[config.mk]
export PLATFORM = sky130hd
export DESIGN_NAME = wave_channel_ctrl
export DESIGN_NICKNAME = d
export VERILOG_FILES = /design/src/rtl/snd_pkg.sv /design/src/rtl/sound_length_counter.sv /design/src/rtl/wave_channel_ctrl.sv
export SDC_FILE = /design/constraint.sdc
export NUM_CORES = 1
export LEC_CHECK = 0
export CORE_UTILIZATION = 54
export DETAILED_ROUTE_END_ITERATION = 6
export HOLD_SLACK_MARGIN = 0.05
export PLACE_DENSITY = 0.9
export SKIP_CTS_REPAIR_TIMING = 1
export SYNTH_ARGS = -nofsm -noshare
export SYNTH_HDL_FRONTEND = slang
export SYNTH_SLANG_ARGS = --single-unit
[constraint.sdc]
create_clock -name system_clock -period 2.5 [get_ports system_clock]
set_input_delay 0.5 -clock system_clock [delete_from_list [all_inputs] [get_ports system_clock]]
set_output_delay 0.5 -clock system_clock [all_outputs]
set_load 0.01 [all_outputs]
[src/rtl/snd_pkg.sv]
// snd_pkg: shared definitions for the sound channel sequencers.
//   - NR30/NR34 bit positions used by the wave channel decode
//   - wave channel state encoding
//   - wave RAM geometry and the nibble-index advance helper
package snd_pkg;

    // NR30 fields
    localparam int DAC_EN_BIT = 7;
    localparam int BANK_BIT   = 6;
    localparam int DIM_BIT    = 5;

    // NR34 fields
    localparam int TRIG_BIT   = 7;
    localparam int LEN_EN_BIT = 6;

    localparam int WAVE_NIBBLES = 64;
    localparam int WAVE_IDX_W   = $clog2(WAVE_NIBBLES);
    localparam int TIMER_W      = 13;

    typedef enum logic {WC_OFF, WC_PLAY} wave_state_t;

    // 32-nibble mode wraps inside the selected bank; 64-nibble mode walks
    // both banks, so bit 5 becomes part of the counter.
    function automatic logic [WAVE_IDX_W-1:0] next_index(
        input logic [WAVE_IDX_W-1:0] idx,
        input logic                  dim,
        input logic                  bank
    );
        if (dim) begin
            return idx + 6'd1;
        end
        return {bank, idx[4:0] + 5'd1};
    endfunction

endpackage

[src/rtl/sound_length_counter.sv]
// sound_length_counter: free-running length-tick prescaler plus a down-counting
// length counter with expiry detect. Shared by the square, wave and noise
// channels; MAX_LEN selects the channel's full-scale length (64 or 256).
//
// Ports:
//   clk_i       system clock
//   reset_i     synchronous, active-high
//   load_i      length register write strobe (highest priority)
//   load_val_i  value loaded on load_i (MAX_LEN - register value)
//   trigger_i   accepted channel trigger: reloads MAX_LEN when the counter is 0
//   len_en_i    length enable currently in effect
//   count_o     live counter value
//   expire_o    combinational: this cycle's tick takes the counter from 1 to 0
module sound_length_counter #(
    parameter int LEN_TICK_DIV = 65536,
    parameter int MAX_LEN      = 256,
    parameter int CNT_W        = $clog2(MAX_LEN + 1)
) (
    input  logic             clk_i,
    input  logic             reset_i,
    input  logic             load_i,
    input  logic [CNT_W-1:0] load_val_i,
    input  logic             trigger_i,
    input  logic             len_en_i,
    output logic [CNT_W-1:0] count_o,
    output logic             expire_o
);

    localparam int PRE_W = $clog2(LEN_TICK_DIV);

    logic [PRE_W-1:0] presc_q, presc_d;
    logic [CNT_W-1:0] count_q, count_d;
    logic             len_tick;
    logic             dec_ok;

    assign len_tick = (presc_q == PRE_W'(LEN_TICK_DIV - 1));
    assign dec_ok   = len_tick && len_en_i && (count_q != '0);

    always_comb begin
        presc_d  = len_tick ? '0 : presc_q + PRE_W'(1);
        count_d  = count_q;
        expire_o = 1'b0;
        // A register write beats a trigger, and either one swallows a
        // coincident tick.
        if (load_i) begin
            count_d = load_val_i;
        end else if (trigger_i) begin
            if (count_q == '0) begin
                count_d = CNT_W'(MAX_LEN);
            end
        end else if (dec_ok) begin
            count_d  = count_q - CNT_W'(1);
            expire_o = (count_q == CNT_W'(1));
        end
    end

    always_ff @(posedge clk_i) begin
        if (reset_i) begin
            presc_q <= '0;
            count_q <= '0;
        end else begin
            presc_q <= presc_d;
            count_q <= count_d;
        end
    end

    assign count_o = count_q;

endmodule

[src/rtl/wave_channel_ctrl.sv]
// wave_channel_ctrl: sequencer for sound channel 3 (wave channel).
// Decodes NR30/NR31/NR33/NR34, runs the frequency timer as a clock enable,
// handles trigger / length expiry / DAC-off, and produces the wave-RAM nibble
// index and bank select for the sample datapath.
//
// Ports:
//   system_clock   system clock
//   reset          synchronous, active-high
//   nr30           [7] DAC enable, [6] bank, [5] dimension (1 = 64 nibbles)
//   nr31, nr31_wr  length load value and its write strobe
//   nr33           frequency low byte
//   nr34, nr34_wr  [7] trigger, [6] length enable, [2:0] frequency high
//   channel_on     channel playing (NR52 bit 2)
//   sample_index   nibble index into 64-nibble wave RAM, bit 5 = bank
//   sample_tick    one-cycle pulse when sample_index advances
//   cpu_bank       bank open to CPU access (inverse of the playing bank)
//
// Build option WAVE_CTRL_LEN_READBACK_EN adds:
//   len_remaining  live 9-bit length counter
//   len_expired    one-cycle pulse when length expiry forces the channel off
//
// state   | meaning
// WC_OFF  | silent; index and timer frozen, cpu_bank follows NR30 bank
// WC_PLAY | timer running, index advancing on each timer expiry
module wave_channel_ctrl
    import snd_pkg::*;
#(
    parameter int LEN_TICK_DIV = 65536,
    parameter int TIMER_MULT   = 4
) (
    input  logic       system_clock,
    input  logic       reset,
    input  logic [7:0] nr30,
    input  logic [7:0] nr31,
    input  logic       nr31_wr,
    input  logic [7:0] nr33,
    input  logic [7:0] nr34,
    input  logic       nr34_wr,
    output logic       channel_on,
    output logic [5:0] sample_index,
    output logic       sample_tick,
    output logic       cpu_bank
`ifdef WAVE_CTRL_LEN_READBACK_EN
    ,
    output logic [8:0] len_remaining,
    output logic       len_expired
`endif
);

    wave_state_t             state_q, state_d;
    logic [TIMER_W-1:0]      timer_q, timer_d;
    logic [WAVE_IDX_W-1:0]   index_q, index_d;
    logic                    tick_q, tick_d;
    logic                    cpu_bank_q, cpu_bank_d;
    logic                    len_en_q;

    logic                    dac_on;
    logic                    trig_ok;
    logic                    play_active;
    logic                    len_en_eff;
    logic                    len_expire;
    logic [8:0]              len_count;
    logic [8:0]              len_load_val;
    logic [10:0]             freq;
    logic [31:0]             reload_full;
    logic [TIMER_W-1:0]      reload;

    assign dac_on      = nr30[DAC_EN_BIT];
    assign trig_ok     = nr34_wr && nr34[TRIG_BIT] && dac_on;
    // DAC-off silences the channel in the same cycle, ahead of the state update.
    assign play_active = (state_q == WC_PLAY) && dac_on;
    assign len_en_eff  = nr34_wr ? nr34[LEN_EN_BIT] : len_en_q;

    assign freq         = {nr34[2:0], nr33};
    // (2048 - f) * mult spans 4..8192; 8192 truncates to 0, and a timer
    // started at 0 wraps to 8191 first, so it still counts 8192 cycles.
    assign reload_full  = (32'd2048 - {21'd0, freq}) * TIMER_MULT;
    assign reload       = reload_full[TIMER_W-1:0];
    assign len_load_val = 9'd256 - {1'b0, nr31};

    sound_length_counter #(
        .LEN_TICK_DIV (LEN_TICK_DIV),
        .MAX_LEN      (256)
    ) u_len (
        .clk_i      (system_clock),
        .reset_i    (reset),
        .load_i     (nr31_wr),
        .load_val_i (len_load_val),
        .trigger_i  (trig_ok),
        .len_en_i   (len_en_eff),
        .count_o    (len_count),
        .expire_o   (len_expire)
    );

    always_comb begin
        state_d = state_q;
        timer_d = timer_q;
        index_d = index_q;
        tick_d  = 1'b0;
        if (trig_ok) begin
            state_d = WC_PLAY;
            timer_d = reload;
            index_d = {nr30[BANK_BIT], 5'd0};
        end else if (!dac_on || len_expire) begin
            state_d = WC_OFF;
        end else if (play_active) begin
            if (timer_q == TIMER_W'(1)) begin
                timer_d = reload;
                tick_d  = 1'b1;
                index_d = next_index(index_q, nr30[DIM_BIT], nr30[BANK_BIT]);
            end else begin
                timer_d = timer_q - TIMER_W'(1);
            end
        end
        cpu_bank_d = (state_d == WC_PLAY) ? ~index_d[5] : ~nr30[BANK_BIT];
    end

    always_ff @(posedge system_clock) begin
        if (reset) begin
            state_q    <= WC_OFF;
            timer_q    <= '0;
            index_q    <= '0;
            tick_q     <= 1'b0;
            cpu_bank_q <= 1'b1;
            len_en_q   <= 1'b0;
        end else begin
            state_q    <= state_d;
            timer_q    <= timer_d;
            index_q    <= index_d;
            tick_q     <= tick_d;
            cpu_bank_q <= cpu_bank_d;
            len_en_q   <= len_en_eff;
        end
    end

    assign channel_on   = play_active;
    assign sample_index = index_q;
    assign sample_tick  = tick_q;
    assign cpu_bank     = cpu_bank_q;

`ifdef WAVE_CTRL_LEN_READBACK_EN
    logic len_exp_q;

    always_ff @(posedge system_clock) begin
        if (reset) begin
            len_exp_q <= 1'b0;
        end else begin
            len_exp_q <= len_expire && (state_q == WC_PLAY);
        end
    end

    assign len_remaining = len_count;
    assign len_expired   = len_exp_q;
`else
    logic unused_len_count;
    assign unused_len_count = ^len_count;
`endif

    logic unused_bits;
    assign unused_bits = ^{nr30[4:0], nr34[5:3], reload_full[31:TIMER_W]};

endmodule

# [Yosys cells after proc, flatten, opt, wreduce, memory -nomap -nowiden]
# Cells that the tools add are included.
[totals] in_bits=36 out_inout_bits=9 wordCells=71 ram_bits=0 latchBits=0 memories=0 rom_bits=0 register_bits=48
[classes] add_sub_neg=7 shift=0 div_mod_pow=0 n_lt_le_gt_ge=0 multipliers=0 reduce_logical=18 mux=27 bitwise=4 n_eq_ne=5
[ops] op="two-way mux 13 bit" n=4
[ops] op="two-way mux 6 bit" n=6
[ops] op="two-way mux 9 bit" n=4
[ops] op="adder 16 x 1 -> 16 bit (second input constant)" n=1
[ops] op="equality test 16 bit (second input constant)" n=1
[ops] op="equality test 13 x 1 -> 1 bit (second input constant)" n=1
[ops] op="two-way mux 1 bit" n=13
[ops] op="subtractor 13 x 1 -> 13 bit (second input constant)" n=1
[ops] op="subtractor 1 x 11 -> 11 bit (first input constant)" n=1
[ops] op="equality test 9 x 1 -> 1 bit (second input constant)" n=1
[ops] op="logical NOT 9 bit" n=1
[ops] op="nonzero test 9 bit" n=1
[ops] op="subtractor 9 x 1 -> 9 bit (second input constant)" n=1
[ops] op="subtractor 9 x 8 -> 9 bit (first input constant)" n=1
[ops] op="adder 6 x 1 -> 6 bit (second input constant)" n=1
[ops] op="AND reduction 2 bit" n=3
[ops] op="adder 5 x 1 -> 5 bit (second input constant)" n=1
[ops] op="logical AND 1 bit" n=5
[ops] op="NOT 1 bit" n=4
[ops] op="OR reduction 2 bit" n=2
[ops] op="OR reduction 4 bit" n=1
[ops] op="inequality test 3 x 2 -> 1 bit (second input constant)" n=1
[ops] op="AND reduction 3 bit" n=1
[ops] op="nonzero test 3 bit" n=1
[ops] op="4 further kinds" n=4

# [Longest topological paths before layout]
# Gate-level depths: netlist of run 1.
[logic_depth] word_depth=16 mapped_depth=9 depth_no_buf=7

# [By module]
# From an unflattened synthesis of run 1, not the netlist that was laid out.
[unflattened] cells_unflattened=363 hier_area_um2=3051.7
[by_module_without_submodules] mod="wave_channel_ctrl" cells_per_inst=199 area_each_um2=1649.1 seq_area_each_um2=460.4 n_inst=1
[by_module_without_submodules] mod="sound_length_counter" cells_per_inst=164 area_each_um2=1402.6 seq_area_each_um2=500.5 n_inst=1

# [Worst setup path before layout of run 1]
# No wires, ideal clock.
[synth_timing] path_type="input -> register" from="input port nr33[0]" to="register timer_q[10]" cell_stages=7 setup_ps=135 required_ps=2365 arrival_time_ps=1871 n_path_buf=0 slack_ps=495 path_cell_list="inv_1 ha_1 or4b_2 nor4_1 xnor2_1 a22oi_1 o21ai_0"
[synth_between] elab_chain_cells=5
[synth_rtl] item="start: declaration" line="wave_channel_ctrl.sv:36" source="input logic [7:0] nr33,"
[synth_rtl] item="subtractor 1 x 11 -> 11 bit (*)" line="wave_channel_ctrl.sv:77" source="assign reload_full = (32'd2048 - {21'd0, freq}) * TIMER_MULT;"
[synth_rtl] item="two-way mux 13 bit" line="wave_channel_ctrl.sv:107" source="if (timer_q == TIMER_W'(1)) begin"
[synth_rtl] item="two-way mux 13 bit" line="wave_channel_ctrl.sv:106" source="end else if (play_active) begin"
[synth_rtl] item="two-way mux 13 bit" line="wave_channel_ctrl.sv:104" source="end else if (!dac_on || len_expire) begin"
[synth_rtl] item="two-way mux 13 bit (*)" line="wave_channel_ctrl.sv:100" source="if (trig_ok) begin"
[synth_rtl] item="end signal: assignment" line="wave_channel_ctrl.sv:128" source="timer_q <= timer_d;"
[synth_rtl] item="end: declaration" line="wave_channel_ctrl.sv:51" source="logic [TIMER_W-1:0] timer_q, timer_d;"
# Every way passes the cells marked *; elsewhere a longest branch is shown, timed or not. The select of a mux whose other input is x is not followed.
# A chain may end at the register's enable or synchronous reset.

# [Worst setup path after layout of run 1]
[layout_timing] from="input port nr30[7]" to="output port channel_on"
[layout_between] elab_chain_cells=1
[layout_rtl] item="start: declaration" line="wave_channel_ctrl.sv:33" source="input logic [7:0] nr30,"
[layout_rtl] item="logical AND 1 bit" line="wave_channel_ctrl.sv:71" source="assign play_active = (state_q == WC_PLAY) && dac_on;"
[layout_rtl] item="end: declaration" line="wave_channel_ctrl.sv:39" source="output logic channel_on,"
# Every way passes these cells.

==> flow_summary.json, run 1 <==
{
  "design_area_um2": 3592,
  "die-area_um2": 5782,
  "critical_path_peak_fanout": 4,
  "chipWidth_um": 76.04,
  "fin_crit_sh_pct": 92.31,
  "critPathLaunchType": "input pin",
  "holdCritPathClass": "reg -> reg",
  "synth_area_per_cell_um2": 8.066,
  "wl_um": 7300,
  "portBuffers": 36,
  "clk_pin_slew_ns": 0.09,
  "setup-tns-final_ns": 0,
  "ant_nets": 0,
  "regToRegSetupSlack_ns": 0.39,
  "syn_area_um2": 2960,
  "routedWlPerCell_um": 15.05,
  "dp_hpwl_um": 5279,
  "final_hold_viol_count": 0,
  "die_h_um": 76.04,
  "arrival_ns": 1.81,
  "synth.most_common_cell": "dfxtp_1",
  "coreArea_um2": 5205,
  "reg2reg_depth": 5,
  "drtIter0Drc": 238,
  "relSlewSlack_pct": 68.61,
  "cap_violations": 0,
  "drt-pass1-iter-count": 5,
  "synth_top_area_cell": "dfxtp_1",
  "hold_depth": 2,
  "drc": 0,
  "io_pins": 45,
  "place_area_um2": 3481,
  "ys_types": 61,
  "netlist_instances": 367,
  "grt_pass1_wl_um": 12580,
  "outcome": "completed",
  "synth_area_leaders": "dfxtp_1, nor2_1, xnor2_1",
  "synth_top_area_share_pct": 32.46,
  "fp-row-count": 26,
  "end_kind": "primary output",
  "start_util_pct": 56.87,
  "synth_nets": 412,
  "crit_required_ns": 2.00,
  "power_density_nw_per_um2": 514.5,
  "worstSetupEndpoint": "channel_on",
  "critPathKind": "in -> out",
  "cts_max_path_buffers": 2,
  "grt_max_degree": 21,
  "cts_sinks": 48,
  "place.gp.congestion": 0.8814,
  "yosys_warnings": 0,
  "worst_pin_slew_ns": 0.4691,
  "crit_start": "nr30[7]",
  "synth_edf_count": 0,
  "overflow": 0,
  "area_delta_synth_final_pct": 21.34,
  "synth_flop_cell": "dfxtp_1",
  "ir_worst_vdd_mv": 0.3513,
  "timing.fmax_mhz": 433.3,
  "antenna_cells": 0,
  "synth_top_cells_by_count": "dfxtp_1, nor2_1, nand2_1",
  "cts_made_buffers": 5,
  "yosysSeqAreaShare_pct": 32.46,
  "setup_viol": 0,
  "antenna_found_initial": 0,
  "drv_slew": 0,
  "ys_ff_latch": 48,
  "grt_pass1_vias": 2863,
  "vias": 2994,
  "leakage_uw": 0.001368,
  "htreeDepth": 2,
  "fin_crit_ns": 2.308,
  "rsz0062_at_grt": "false",
  "grt.total_usage_pct": 26.48,
  "regToRegEndpoint": "timer_q[12]",
  "async_reset_ff_share_pct": 0,
  "vias_per_cell": 6.173,
  "finClkSkew_ns": 0.006437,
  "clk_latency_ns": 0.31,
  "tritoncts": "yes",
  "root_buffer": "clkbuf_8",
  "nets": 459,
  "drive_above_1_share_pct": 10.36,
  "r2r_start": "timer_q[2]",
  "whs_ns": 0.4784
}
-- worst max-delay path: stages --
cell and delay (ns):
clkdlybuf4s50_1 0.55, nand2_1 0.09, inv_1 0.12, clkdlybuf4s50_1 0.55
-- worst min path at each step --
stage,startpoint,to
after global placement,u_len.presc_q[0],u_len.presc_q[0]
after floorplan,u_len.presc_q[0],u_len.presc_q[0]
after detailed placement,u_len.presc_q[0],u_len.presc_q[0]
after CTS,len_en_q,len_en_q
final,len_en_q,len_en_q
after global routing,len_en_q,len_en_q
-- registers in the layout, indices dropped and copies added (netlist names) --
| register | cells |
|---|---|
| u_len.presc_q | 16 |
| u_len.count_o | 9 |
| sample_index | 6 |
| state_q | 1 |
| sample_tick | 1 |
| len_en_q | 1 |
| cpu_bank | 1 |
| timer_q | 13 |
-- cells in the final DEF, fill, tap and decap left out, types with 3 or more instances in the layout --
master	Yosys	routed
a211oi_1	6	6
a21oi_1	23	23
a31oi_1	5	5
a32oi_1	4	4
and3_1	5	5
and4_1	3	3
buf_4	3	19
clkbuf_8	0	5
clkdlybuf4s50_1	0	36
dfxtp_1	48	48
ha_1	9	9
inv_1	13	13
mux2i_1	5	5
nand2_1	26	26
nand3_1	15	15
nand3b_1	3	3
nand4_1	7	7
nor2_1	45	45
nor3_1	21	21
nor4_1	7	7
o21ai_0	14	14
o21ai_1	5	5
o311ai_0	6	6
o311ai_1	4	4
o32ai_1	3	3
or2_2	3	3
or4_1	3	3
xnor2_1	15	15
xor2_1	11	11
-- final cells by class --
cell class,count,area [um^2]
Sequential cell,48,960.9
Clock buffer,5,68.82
Fill cell,421,1613
Inverter,14,52.55
Tap cell,70,87.58
Timing Repair Buffer,56,523.0
Clock inverter,3,42.54
Multi-Input combinational cell,289,1857
-- routing by layer --
| metal | vias up | GRT usage (%) | part of all wire, % |
|---|---|---|---|
| li1 | 1457 | - | - |
| met1 | 1408 | 32.49 | 43 |
| met2 | 110 | 45.82 | 49 |
| met3 | 19 | 5.150 | 5.3 |
| met4 | 0 | 10.00 | 2.2 |
| met5 | - | 0 | 0 |
-- kinds of logic after synthesis --
logic type | share of synthesized area (%)
multiplexers | 1.691
adder cells (fa/ha/maj) | 3.804
XOR/XNOR | 7.692
flip-flops | 32.46
AND/OR/NAND/NOR | 28.95
AO/OA/AOI/OAI | 20.58
buffers and inverters | 4.818
-- through the flow --
step | worst slack, ns | instances | power [uW] | util, %
after floorplan | 0.4947 | 367 | 1138 | -
after detailed placement | -0.06614 | 477 | 1286 | 66.88
after global placement | 0.007405 | 477 | 1267 | 66.88
after global routing | 0.1090 | 485 | 1938 | 69.01
after CTS | 0.2170 | 485 | 1849 | 69.01
final | 0.1922 | 485 | 1848 | 69.01
-- where the power goes --
part	switching [uW]	internal [uW]	leakage (uW)
clock network	274	296	0.0000541
registers	37.9	800	0.000391
logic	235	206	0.000923
total	547	1300	0.00137
No activity file was read; power rests on OpenSTA's default activity.
==> inputs of run 2 (changes only) <==
--- a/config.mk
+++ b/config.mk
@@ -5,6 +5,7 @@
 export SDC_FILE = /design/constraint.sdc
 export NUM_CORES = 1
 export LEC_CHECK = 0
+export CORE_MARGIN = 2
 export CORE_UTILIZATION = 54
 export DETAILED_ROUTE_END_ITERATION = 6
 export HOLD_SLACK_MARGIN = 0.05
==> flow_summary.json, run 2 (synthesized netlist as in run 1, its figures left out) <==
{
  "leakage_uw": 0.001361,
  "multi_input_area_um2": 1857,
  "regMostFlops": "u_len.presc_q",
  "finClkSkew_ns": 0.005413,
  "ant_nets": 0,
  "outcome": "completed",
  "start_util_pct": 56.87,
  "drt-pass1-iter-count": 5,
  "root_buffer": "clkbuf_8",
  "ir_worst_vdd_mv": 0.2806,
  "nets": 459,
  "die_h_um": 78.04,
  "htreeDepth": 2,
  "clk_latency_ns": 0.31,
  "place.gp.congestion": 0.8744,
  "grt_pass1_vias": 2880,
  "fillers": 412,
  "place_area_um2": 3481,
  "fin_crit_sh_pct": 91.82,
  "fin_ws_ns": 0.2044,
  "grt.total_usage_pct": 24.47,
  "layout_commonest_cell": "dfxtp_1",
  "seqCellArea_um2": 960.9,
  "use_met2_pct": 42.24,
  "antenna_cells": 0,
  "antenna_found_initial": 0,
  "final_cells": 485,
  "routedWlPerCell_um": 14.76,
  "arrival_ns": 1.80,
  "cts_made_buffers": 5,
  "pre_cts_slack_ns": -0.03905,
  "critPathLaunchType": "input pin",
  "rsz0062_at_grt": "false",
  "dp_hpwl_um": 5232,
  "clk_pin_slew_ns": 0.09,
  "final_hold_viol_count": 0,
  "io_pins": 45,
  "grt-busiest-layer": "met2",
  "timing.fmax_mhz": 435.6,
  "crit_required_ns": 2.00,
  "grt_max_degree": 21,
  "grt_pass1_wl_um": 12390,
  "power_density_nw_per_um2": 487.5,
  "fin_crit_ns": 2.296,
  "critPathKind": "in -> out",
  "holdCritPathClass": "reg -> reg",
  "grtUsageMet3_pct": 5.057,
  "overflow": 0,
  "setup_viol": 0,
  "vias": 2955,
  "fp-row-count": 26,
  "drv_slew": 0,
  "tritoncts": "yes",
  "wl_um": 7160,
  "coreArea_um2": 5205,
  "layout_common_cells": "dfxtp_1, nor2_1, clkdlybuf4s50_1, nand2_1, a21oi_1",
  "drc": 0,
  "worst_pin_slew_ns": 0.4899,
  "vias_per_cell": 6.093,
  "cts_sinks": 48,
  "largest_reg_flops": 16,
  "critical_path_peak_fanout": 4,
  "area_delta_synth_final_pct": 20.54,
  "met1_usage_pct": 31.21,
  "relSlewSlack_pct": 67.09,
  "cts_max_path_buffers": 2,
  "design_area_um2": 3568,
  "cap_violations": 0,
  "die-area_um2": 6090,
  "drive_above_1_share_pct": 10.36,
  "dp_cells": 477,
  "chipWidth_um": 78.04,
  "drtIter0Drc": 252,
  "end_kind": "primary output",
  "portBuffers": 36
}
==> run 2: path summary, 6_finish.rpt <==
path | endpoint | from | slack (ns) | depth (start not counted)
worst max-delay path | channel_on | nr30[7] | 0.20 | 4
worst min-delay path | u_len.presc_q[0] | u_len.presc_q[0] | 0.47 | 1
worst max register to register | timer_q[12] | timer_q[9] | 0.39 | 5
worst min register to register | u_len.presc_q[0] | u_len.presc_q[0] | 0.47 | 1
==> run 2: layout make-up <==
class	instances	area share (%)
clock inverter	3	0.5259
multi-input combinational	289	52.03
inverter	14	1.473
tap	70	2.454
sequential	48	26.93
timing repair buffer	56	14.66
clock buffer	5	1.928
==> run 2: per-layer routing <==
metal,wire length (um),part of all wire (%),vias up
met5,0,0,-
met4,53,0.74,0
met3,354,4.9,6
met2,3434,48,83
met1,3319,46,1398
li1,-,-,1468
==> run 2: metrics by stage <==
stage           TNS, ns  power (uW)  utilization [%]  hold WS (ns)
2_1_floorplan         0        1138                -        0.4297
3_3_place_gp          0        1266            66.88        0.4403
3_5_place_dp   -0.03905        1282            66.88        0.4559
4_1_cts               0        1742            68.56        0.4773
5_1_grt               0        1829            68.56        0.5016
6_report              0        1740            68.56        0.4743
==> run 2: worst max-delay path, cell delays in order <==
cell and delay [ns]:
clkdlybuf4s50_1 0.53, nand2_1 0.09, inv_1 0.12, clkdlybuf4s50_1 0.55
==> run 2: power by group <==
part / total (uW) / switching (uW) / internal [uW] / leakage, uW
logic: 435 / 231 / 205 / 0.000922
registers: 838 / 38.0 / 800 / 0.000391
clock network: 466 / 271 / 195 / 0.0000479
==> inputs of run 3 (changes only) <==
--- a/config.mk
+++ b/config.mk
@@ -5,6 +5,7 @@
 export SDC_FILE = /design/constraint.sdc
 export NUM_CORES = 1
 export LEC_CHECK = 0
+export ABC_CLOCK_PERIOD_IN_PS = 2500
 export CORE_MARGIN = 2
 export CORE_UTILIZATION = 54
 export DETAILED_ROUTE_END_ITERATION = 6
==> results of run 3 <==
Same layout as run 2: the final DEF is identical, and so are final timing and power.
